**src/rtl/clk_div_pkg.sv**
```systemverilog
// clk_div_pkg: shared constants, the channel-width helper and the
// divider configuration record used by the multi-channel clock divider.
//   CNT_W_DEFAULT : default counter/divisor/high-time width
//   DIV_MIN       : smallest legal divisor; smaller loads are rejected
//   div_cfg_t     : {div, high} pair at the default width
//   ch_width()    : channel-index width, at least 1 bit
package clk_div_pkg;

  localparam int CNT_W_DEFAULT = 16;
  localparam int DIV_MIN       = 2;

  typedef struct packed {
    logic [CNT_W_DEFAULT-1:0] div;
    logic [CNT_W_DEFAULT-1:0] high;
  } div_cfg_t;

  function automatic int ch_width(input int n);
    return (n > 1) ? $clog2(n) : 1;
  endfunction

endpackage

```
**src/rtl/clk_div_channel.sv**
```systemverilog
// clk_div_channel: one programmable divider channel.
// Holds the period counter, the active {div, high} pair, a shadow pair
// for a pending reprogram, and the registered outputs.
//   clk, rst        : clock, asynchronous active-high reset
//   en, restart     : count enable, phase-align pulse (restart wins)
//   load            : capture load_div/load_high into the shadow pair
//   small_clk, tick : divided clock and period-start strobe (registered)
//   applied         : pulse when the shadow pair becomes active
//   pending         : shadow pair waiting for a period boundary
module clk_div_channel #(
  parameter int CNT_W       = 16,
  parameter int DEFAULT_DIV = 6
) (
  input  logic             clk,
  input  logic             rst,
  input  logic             en,
  input  logic             restart,
  input  logic             load,
  input  logic [CNT_W-1:0] load_div,
  input  logic [CNT_W-1:0] load_high,
  output logic             small_clk,
  output logic             tick,
  output logic             applied,
  output logic             pending
);

  typedef struct packed {
    logic [CNT_W-1:0] div;
    logic [CNT_W-1:0] high;
  } cfg_t;

  localparam logic [CNT_W-1:0] ONE = CNT_W'(1);
  localparam cfg_t RESET_CFG = '{div: CNT_W'(DEFAULT_DIV), high: CNT_W'(DEFAULT_DIV / 2)};

  cfg_t             active_reg, active_next;
  cfg_t             shadow_reg, shadow_next;
  logic [CNT_W-1:0] cnt_reg, cnt_next, cnt_inc, high_eff;
  logic             pending_reg, pending_next;
  logic             small_clk_reg, small_clk_next;
  logic             tick_reg, tick_next;
  logic             applied_reg, applied_next;
  logic             wrap, apply;

  always_comb begin
    wrap    = (cnt_reg == active_reg.div - ONE);
    cnt_inc = wrap ? '0 : cnt_reg + ONE;
    // A pending pair takes over at a restart or at an enabled wrap.
    apply    = pending_reg & (restart | (en & wrap));
    // The edge that applies a new pair already shapes small_clk with it.
    high_eff = apply ? shadow_reg.high : active_reg.high;

    active_next    = active_reg;
    shadow_next    = shadow_reg;
    cnt_next       = cnt_reg;
    pending_next   = pending_reg;
    small_clk_next = small_clk_reg;
    tick_next      = 1'b0;
    applied_next   = 1'b0;

    if (restart) begin
      cnt_next       = '0;
      tick_next      = 1'b1;
      small_clk_next = ('0 < high_eff);
    end else if (en) begin
      cnt_next       = cnt_inc;
      tick_next      = (cnt_inc == '0);
      small_clk_next = (cnt_inc < high_eff);
    end

    if (apply) begin
      active_next  = shadow_reg;
      pending_next = 1'b0;
      applied_next = 1'b1;
    end

    // Loads are only offered while nothing is pending, so this never
    // collides with an apply; a fresh load always waits for the next
    // boundary (or restart) after this edge.
    if (load) begin
      shadow_next  = '{div: load_div, high: load_high};
      pending_next = 1'b1;
    end
  end

  always_ff @(posedge clk or posedge rst) begin
    if (rst) begin
      active_reg    <= RESET_CFG;
      shadow_reg    <= RESET_CFG;
      cnt_reg       <= CNT_W'(DEFAULT_DIV - 1);
      pending_reg   <= 1'b0;
      small_clk_reg <= 1'b0;
      tick_reg      <= 1'b0;
      applied_reg   <= 1'b0;
    end else begin
      active_reg    <= active_next;
      shadow_reg    <= shadow_next;
      cnt_reg       <= cnt_next;
      pending_reg   <= pending_next;
      small_clk_reg <= small_clk_next;
      tick_reg      <= tick_next;
      applied_reg   <= applied_next;
    end
  end

  assign small_clk = small_clk_reg;
  assign tick      = tick_reg;
  assign applied   = applied_reg;
  assign pending   = pending_reg;

endmodule

```
**src/rtl/multi_clk_divider.sv**
```systemverilog
// multi_clk_divider: bank of NUM_CH independent programmable dividers.
//   bigClk, rst      : clock, asynchronous active-high reset
//   en, restart      : global count enable, global phase-align pulse
//   loadValid/Ready  : load handshake; loadCh selects the channel,
//                      loadDiv/loadHigh give the new period and high-time
//   loadErr          : pulse after an accepted load with loadDiv < 2
//   smallClk, tick   : per-channel divided clock and period strobe
//   applied          : per-channel pulse when a pending load takes effect
module multi_clk_divider
  import clk_div_pkg::*;
#(
  parameter int NUM_CH      = 2,
  parameter int CNT_W       = CNT_W_DEFAULT,
  parameter int DEFAULT_DIV = 6,
  parameter int CH_W        = ch_width(NUM_CH)
) (
  input  logic              bigClk,
  input  logic              rst,
  input  logic              en,
  input  logic              restart,
  input  logic              loadValid,
  output logic              loadReady,
  input  logic [CH_W-1:0]   loadCh,
  input  logic [CNT_W-1:0]  loadDiv,
  input  logic [CNT_W-1:0]  loadHigh,
  output logic              loadErr,
  output logic [NUM_CH-1:0] smallClk,
  output logic [NUM_CH-1:0] tick,
  output logic [NUM_CH-1:0] applied
);

  localparam int CH_SPAN = 1 << CH_W;

  logic [NUM_CH-1:0]  pending;
  logic [CH_SPAN-1:0] pending_pad;
  logic               in_range, accept, div_ok;
  logic               load_err_reg;

  // Pad pending to the full index space so any loadCh value indexes safely;
  // out-of-range slots are masked by in_range anyway.
  always_comb begin
    pending_pad             = '0;
    pending_pad[NUM_CH-1:0] = pending;
  end

  assign in_range  = ({1'b0, loadCh} < (CH_W + 1)'(NUM_CH));
  assign loadReady = in_range & ~pending_pad[loadCh];
  assign accept    = loadValid & loadReady;
  assign div_ok    = (loadDiv >= CNT_W'(DIV_MIN));

  always_ff @(posedge bigClk or posedge rst) begin
    if (rst) begin
      load_err_reg <= 1'b0;
    end else begin
      load_err_reg <= accept & ~div_ok;
    end
  end

  assign loadErr = load_err_reg;

  generate
    for (genvar gi = 0; gi < NUM_CH; gi++) begin : g_ch
      clk_div_channel #(
        .CNT_W       (CNT_W),
        .DEFAULT_DIV (DEFAULT_DIV)
      ) u_ch (
        .clk       (bigClk),
        .rst       (rst),
        .en        (en),
        .restart   (restart),
        .load      (accept & div_ok & (loadCh == CH_W'(gi))),
        .load_div  (loadDiv),
        .load_high (loadHigh),
        .small_clk (smallClk[gi]),
        .tick      (tick[gi]),
        .applied   (applied[gi]),
        .pending   (pending[gi])
      );
    end
  endgenerate

endmodule

```
**config.mk**
```make
export PLATFORM = sky130hd
export DESIGN_NAME = multi_clk_divider
export DESIGN_NICKNAME = d
export VERILOG_FILES = /design/src/rtl/clk_div_pkg.sv /design/src/rtl/clk_div_channel.sv /design/src/rtl/multi_clk_divider.sv
export SDC_FILE = /design/constraint.sdc
export NUM_CORES = 1
export LEC_CHECK = 0
export ABC_AREA = 1
export CAP_MARGIN = 5
export CORE_MARGIN = 5
export CORE_UTILIZATION = 45
export CTS_CLUSTER_DIAMETER = 100
export DETAILED_ROUTE_END_ITERATION = 12
export DONT_BUFFER_PORTS = 1
export PLACE_DENSITY = 0.63
export SKIP_CTS_REPAIR_TIMING = 1
export SYNTH_ARGS = -nofsm -noshare
export SYNTH_HDL_FRONTEND = slang
export SYNTH_SLANG_ARGS = --single-unit
```
**constraint.sdc**
```tcl
create_clock -name bigClk -period 14.94 [get_ports bigClk]
set_input_delay 2.988 -clock bigClk [delete_from_list [all_inputs] [get_ports bigClk]]
set_output_delay 2.988 -clock bigClk [all_outputs]
set_load 0.1 [all_outputs]
```
Word level (Yosys, flattened, before mapping) --
Index checks and enable logic that the tools add are counted.
Storage, ports and cells: flip-flop bits (word level) 169, input port bits 38, output and inout bits 8, logic and storage cells 74
Cells by class: add/sub/neg operators 4, magnitude comparators 6, equal/unequal tests 2, muxes and demuxes 24, bitwise gates (word level) 14, reduce and logical (&&, ||, !) cells 5
Operators by type and width (number):
- $mux 16 | 8
- $add 16x1->16 const B | 2
- $eq 16x16->1 | 2
- $logic_not 16->1 | 2
- $lt 1x16->1 const A | 2
- $lt 16x16->1 | 2
- $sub 16x1->16 const B | 2
- $ge 16x2->1 const B | 1
- $mux 1 | 16
- $and 1x1->1 | 9
- $reduce_bool 2->1 | 3
- $not 1->1 | 3
- $lt 1x2->1 const B | 1
- $or 1x1->1 | 2

Longest topological paths before layout --
Gate-level depths: netlist of run 1.
depth after elaboration 9, depth in mapped cells 29, gate-level depth less buffers 28

Cells and area by module --
Synthesis of run 1 repeated with hierarchy kept, for this count alone.
Second synthesis, totals: cells, all modules 1238, area total of the unflattened synthesis 9501.6 sq um
Modules (own cells, without submodules):
- clk_div_channel at g_ch[1].u_ch | instances 1, cells each 613, area each 4739.5 sq um
- clk_div_channel at g_ch[0].u_ch | instances 1, cells each 596, area each 4628.2 sq um
- multi_clk_divider | instances 1, cells each 29, area each 133.9 sq um

Least setup slack after synthesis of run 1 --
No wires, ideal clock.
path type input to output, start input loadCh, end output loadReady, arrival time 4.604 ns, slack 7.348 ns, stages 1, buffers on the path 0, cell sequence mux2i_1
Between the ends: word-level cells in the longest chain between the ends 3
Ends and longest elaborated chain:
- from (decl) | line multi_clk_divider.sv:23 | input logic [CH_W-1:0] loadCh,
- $mux 1 (implied by the code) (2 in a row) | line multi_clk_divider.sv:47 | assign loadReady = in_range & ~pending_pad[loadCh];
- $not 1->1 | line multi_clk_divider.sv:47
- to (decl) | line multi_clk_divider.sv:22 | output logic loadReady,
No other way between the ends. The select of a mux whose other input is x is not followed.

Worst setup path in the final report of run 1 --
Same ends and word-level chain as after synthesis.

==> impl_metrics.env, run 1 <==
export IMPL_p_leak_nw=5.24
export IMPL_initial_core_util_pct=46.0
export IMPL_dp_hpwl_um=15500
export IMPL_critical_path_startpoint_type="input pin"
export IMPL_area_delta_synth_final_pct=7.86
export IMPL_yosys_register_bits=169
export IMPL_max_slew_margin_pct=24.1
export IMPL_via_per_inst=4.99
export IMPL_period_share_pct=44.6
export IMPL_switching_share_pct=36.5
export IMPL_cts_tree="done"
export IMPL_crit_family="multiplexers"
export IMPL_detail_route_first_pass_iterations=4
export IMPL_grt_overflow_total=0
export IMPL_fin_util_pct=49.7
export IMPL_grt_pass1_wl_um=35800
export IMPL_antenna_found_initial=0
export IMPL_track_usage_pct=18.4
export IMPL_layout_commonest_cell="nand2_1"
export IMPL_fmax_mhz=150
export IMPL_drv_cap=0
export IMPL_slowest_stage="mux2i_4"
export IMPL_ios=46
export IMPL_postSynthCellCount=1223
export IMPL_fin_cells=1487
export IMPL_syn_area_um2=9410
export IMPL_skew_ns=0.0134
export IMPL_min_period_ns=6.66
export IMPL_finalNetCount=1276
export IMPL_grt_max_degree=101
export IMPL_irDropWorstVdd_mv=0.0740
export IMPL_layout_drive_gt1_share_pct=8.79
export IMPL_p_per_area_nw_per_um2=149
export IMPL_internal_power_mw=0.958
export IMPL_switchingPower_mw=0.551
export IMPL_setup_violations=0
export IMPL_hold_viol=0
export IMPL_path_buf_inv=0
export IMPL_vias=7417
export IMPL_dp_cells=1455
export IMPL_yosysWarnings=0
export IMPL_cts_buffer_depth=2
export IMPL_worstMarginPinSlew_ns=1.14
export IMPL_die_h_um=155
export IMPL_path_clk_slew_ns=0.07
export IMPL_outcome="finished clean"
export IMPL_drc=0
export IMPL_io_buffers=0
export IMPL_clock_sinks=169
export IMPL_seqPwrFrac_pct=42.9
export IMPL_htree_levels=4
export IMPL_synth_nets=1295
export IMPL_cp_end_kind="output pin"
export IMPL_cp_cell_sequence="mux2i_4"
export IMPL_n_antenna_cell=0
export IMPL_worstHoldPathType="flop to flop"
export IMPL_path_max_fanout=3
export IMPL_cts_buffers=17
export IMPL_required_ns=11.95
export IMPL_avgSynthCellArea_um2=7.69
export IMPL_crit_type="input pin to output pin"
export IMPL_clock_latency_ns=0.43
export IMPL_synthDistinctLibCells=37
export IMPL_arrival_ns=3.67
export IMPL_wirelength_um=21300
export IMPL_cts_root_buf="clkbuf_16"
export IMPL_grt_pass1_vias=7150
export IMPL_rrSetupSlack_ns=10.80
export IMPL_combPwrFrac_pct=27.7
export IMPL_rsz0062_at_grt="false"
export IMPL_clkPwrFrac_pct=29.4
export IMPL_fp_dieW_um=155
export IMPL_final_antenna_net_count=0
export IMPL_layout_common_cells="359 x nand2_1, 179 x inv_1, 149 x dfrtp_1"
export IMPL_fp_row_count=52
export IMPL_coreArea_um2=20400
export IMPL_drtIter0Drc=336
export IMPL_wl_per_cell_um=14.3
export IMPL_worst_path_largest_cell_delay_ns=0.68
export IMPL_place_congestion=0.874
export IMPL_fp_dieArea_um2=23900
export IMPL_ys_seq_area_share_pct=45.2
export IMPL_tns_ns=0
export IMPL_drv_slew=0
power by group through the flow:
stage,Clock [mW],Sequential [mW],Combinational [mW]
floorplan,0,0.620,0.363
global placement,0,0.654,0.411
CTS,0.452,0.647,0.424
finish,0.444,0.647,0.419
detailed placement,0,0.652,0.422
global route,0.473,0.660,0.492
metrics by stage:
stage	instance area, um^2	power [mW]	setup WS, ns	hold WS, ns
floorplan	9410	0.984	7.35	0.442
global placement	9560	1.06	8.29	0.467
detailed placement	9560	1.07	8.28	0.464
CTS	10100	1.52	8.28	0.482
global route	10100	1.62	8.27	0.505
finish	10100	1.51	8.28	0.480
final cells by class:
| type | instances | area [um^2] |
|---|---|---|
| tap | 270 | 338 |
| clock buffer | 18 | 439 |
| sequential | 169 | 4250 |
| multi-input combinational | 826 | 4240 |
| fill | 2021 | 10300 |
| inverter | 187 | 707 |
| clock inverter | 14 | 148 |
| timing repair buffer | 3 | 22.5 |
cell usage after synthesis (all sizes together):
library cell	number	area (um^2)
a21oi	17	85.1
buf	19	148
ha	34	425
xnor2	10	87.6
inv	187	702
nor2	102	445
nor4	7	43.8
nand2b	2	12.5
nor3	10	50.1
mux2i	1	10.0
o22ai	29	181
and2	3	18.8
or2	2	12.5
o21ai	108	548
nand3b	10	75.1
nand2	378	1480
o32ai	2	17.5
dfstp	20	526
a21o	2	15.0
nand3	52	270
a211oi	2	15.0
nand4	23	144
xor2	32	280
dfrtp	149	3730
clkbuf	22	82.6
routing by layer:
metal / GRT usage (%) / vias to the layer above / share of wire, %
li1: - / 3823 / -
met1: 26.6 / 3450 / 52
met2: 28.0 / 117 / 43
met3: 3.83 / 27 / 3.8
met4: 5.26 / 0 / 1.9
met5: 0 / - / 0
kinds of logic (layout without fill, tap and decap cells):
group                      after synthesis  count (layout)  synth area share, %
and+or+nand+nor                        589             589                 27.2
buffers and inverters                  228             222                 9.91
DFF                                    169             169                 45.2
AOI/OAI and AO/OA                      160             160                 9.17
xor gates and xnor gates                42              42                 3.91
adders and majority gates               34              34                 4.52
muxes                                    1               1                0.106
path summary, 6_finish.rpt:
kind,start,endpoint,cells after the start
worst max register to register,g_ch[0].u_ch.active_reg[17],g_ch[0].u_ch.small_clk,25
worst min register to register,g_ch[0].u_ch.shadow_reg[23],g_ch[0].u_ch.active_reg[23],2
worst max-delay path,loadCh,loadReady,1
max in group asynchronous,rst,g_ch[1].u_ch.active_reg[20],2
worst min-delay path,g_ch[0].u_ch.shadow_reg[23],g_ch[0].u_ch.active_reg[23],2
min in group asynchronous,rst,g_ch[1].u_ch.active_reg[12],1
Note: power is estimated with default switching activity, not from simulation.
==> run 2: changes to the inputs <==
==> constraint.sdc (replaced) <==
create_clock -name bigClk -period 7 [get_ports bigClk]
set_input_delay 1.4 -clock bigClk [delete_from_list [all_inputs] [get_ports bigClk]]
set_output_delay 1.4 -clock bigClk [all_outputs]
set_load 0.1 [all_outputs]
==> run 2 against run 1 <==
Global-route usage increased by 0.87 points. Via count grew 0.47%. Worst hold slack gained 0.0021 ns. Largest cell class unchanged.
==> impl_metrics.env, run 2 (synthesis results as in run 1) <==
export IMPL_outcome="finished clean"
export IMPL_arrival_ns=4.60
export IMPL_ios=46
export IMPL_p_leak_nw=5.25
export IMPL_critical_path_startpoint_type="flop"
export IMPL_drv_slew=0
export IMPL_min_period_ns=4.23
export IMPL_fp_dieW_um=155
export IMPL_p_total_mw=3.25
export IMPL_final_antenna_net_count=0
export IMPL_die_h_um=155
export IMPL_area_delta_synth_final_pct=8.06
export IMPL_cts_buffer_depth=2
export IMPL_path_clk_slew_ns=0.07
export IMPL_fillers=2009
export IMPL_startpoint="g_ch[0].u_ch.active_reg[16]"
export IMPL_max_slew_margin_pct=27.0
export IMPL_rrSetupSlack_ns=2.77
export IMPL_cp_common_cell="nand2_1"
export IMPL_path_depth=24
export IMPL_p_per_area_nw_per_um2=320
export IMPL_grt_pass1_wl_um=37400
export IMPL_n_antenna_cell=0
export IMPL_path_max_fanout=36
export IMPL_tns_ns=0
export IMPL_place_congestion=0.834
export IMPL_fp_dieArea_um2=23900
export IMPL_required_ns=7.37
export IMPL_layout_drive_gt1_share_pct=8.79
export IMPL_fmax_mhz=237
export IMPL_grt_max_degree=95
export IMPL_clock_latency_ns=0.43
export IMPL_via_per_inst=5.01
export IMPL_rsz0062_at_grt="false"
export IMPL_period_share_pct=60.4
export IMPL_io_buffers=0
export IMPL_worst_path_largest_cell_delay_ns=0.69
export IMPL_wl_per_cell_um=14.8
export IMPL_cts_buffers=17
export IMPL_drc=0
export IMPL_cp_end_kind="flop"
export IMPL_finalNetCount=1276
export IMPL_detail_route_first_pass_iterations=5
export IMPL_grt_overflow_total=0
export IMPL_coreArea_um2=20400
export IMPL_ff2ff_path_depth=24
export IMPL_setup_violations=0
export IMPL_initial_core_util_pct=46.0
export IMPL_htree_levels=4
export IMPL_cp_cell_sequence="inv_2 > ha_1 > nand3_1 > nor2_4 > nand3_2 > nand2_1 > nand2_1 > inv_1 > nand2_1 > nor2_2 > nand3_2 > nand2_2 > nand2_2 > inv_2 > nand2_1 > nand2_2 > inv_1 > ha_1 > a21oi_1 > nand3b_1 > a21oi_1 > nor4_1 > nand2_1 > nand2_1"
export IMPL_antenna_found_initial=0
export IMPL_irDropWorstVdd_mv=0.172
export IMPL_endpoint="g_ch[0].u_ch.small_clk"
export IMPL_vias=7452
export IMPL_seq_area_um2=4250
export IMPL_cts_tree="done"
export IMPL_clock_sinks=169
export IMPL_multi_input_area_um2=4240
export IMPL_track_usage_pct=19.3
export IMPL_hold_viol=0
export IMPL_reg2reg_from="g_ch[0].u_ch.active_reg[16]"
export IMPL_crit_family="simple AND/OR/NAND/NOR gates"
export IMPL_drv_cap=0
export IMPL_timing_rr_end="g_ch[0].u_ch.small_clk"
export IMPL_cts_root_buf="clkbuf_16"
export IMPL_dp_hpwl_um=16000
export IMPL_skew_ns=0.00864
export IMPL_crit_type="flop to flop"
export IMPL_wirelength_um=22100
export IMPL_worstHoldPathType="flop to flop"
export IMPL_layout_common_cells="359 x nand2_1, 179 x inv_1, 149 x dfrtp_1"
export IMPL_path_buf_inv=4
export IMPL_drtIter0Drc=470
export IMPL_layout_commonest_cell="nand2_1"
export IMPL_fp_row_count=52
export IMPL_slowest_stage="inv_2"
export IMPL_worstMarginPinSlew_ns=1.09
export IMPL_grt_pass1_vias=7239
[run 2: worst min-delay path by stage]
stage                                start                           to  depth (start not counted)
2_1_floorplan  g_ch[0].u_ch.shadow_reg[24]  g_ch[0].u_ch.active_reg[24]                          2
3_3_place_gp   g_ch[0].u_ch.shadow_reg[16]  g_ch[0].u_ch.active_reg[16]                          2
3_5_place_dp   g_ch[0].u_ch.shadow_reg[16]  g_ch[0].u_ch.active_reg[16]                          2
4_1_cts        g_ch[0].u_ch.shadow_reg[27]  g_ch[0].u_ch.active_reg[27]                          2
5_1_grt         g_ch[1].u_ch.shadow_reg[6]   g_ch[1].u_ch.shadow_reg[6]                          2
6_report       g_ch[0].u_ch.shadow_reg[27]  g_ch[0].u_ch.active_reg[27]                          2
[run 2: stage by stage]
| step | worst slack [ns] | utilization, % | hold WS, ns | area [um^2] | cells |
|---|---|---|---|---|---|
| 2_1_floorplan | 1.06 | - | 0.442 | 9410 | 1223 |
| 3_3_place_gp | 2.86 | 46.8 | 0.463 | 9560 | 1455 |
| 3_5_place_dp | 2.81 | 46.8 | 0.467 | 9560 | 1455 |
| 4_1_cts | 2.75 | 49.7 | 0.484 | 10200 | 1487 |
| 5_1_grt | 2.38 | 49.7 | 0.501 | 10200 | 1487 |
| 6_report | 2.77 | 49.7 | 0.482 | 10200 | 1487 |
[run 2: worst register-to-register path, cell delays in order (launching register included)]
cell and delay, ns:
dfrtp_1 0.41, inv_2 0.09, ha_1 0.19, nand3_1 0.19
nor2_4 0.22, nand3_2 0.07, nand2_1 0.07, nand2_1 0.05
inv_1 0.04, nand2_1 0.06, nor2_2 0.16, nand3_2 0.12
nand2_2 0.09, nand2_2 0.42, inv_2 0.69, nand2_1 0.14
nand2_2 0.11, inv_1 0.05, ha_1 0.28, a21oi_1 0.13
nand3b_1 0.12, a21oi_1 0.07, nor4_1 0.23, nand2_1 0.10
nand2_1 0.07
[run 2: routing by layer]
| metal | up-vias | track usage, % | share of wire, % |
|---|---|---|---|
| met5 | - | 0 | 0 |
| met4 | 0 | 4.04 | 0.72 |
| met3 | 12 | 3.80 | 4.4 |
| met2 | 152 | 29.8 | 45 |
| met1 | 3450 | 28.3 | 50 |
| li1 | 3838 | - | - |
[run 2: where the power goes]
part	internal (mW)	total [mW]	switching, mW
Sequential	1.20	1.39	0.185
Combinational	0.329	0.899	0.570
Clock	0.514	0.967	0.452
Total	2.04	3.25	1.21
[run 2: area by class of cell]
type,instances,area share (%)
Tap cell,270,3.32
Multi-Input combinational cell,826,41.7
Inverter,187,6.96
Sequential cell,169,41.9
Clock buffer,17,4.19
Clock inverter,15,1.77
Timing Repair Buffer,3,0.222
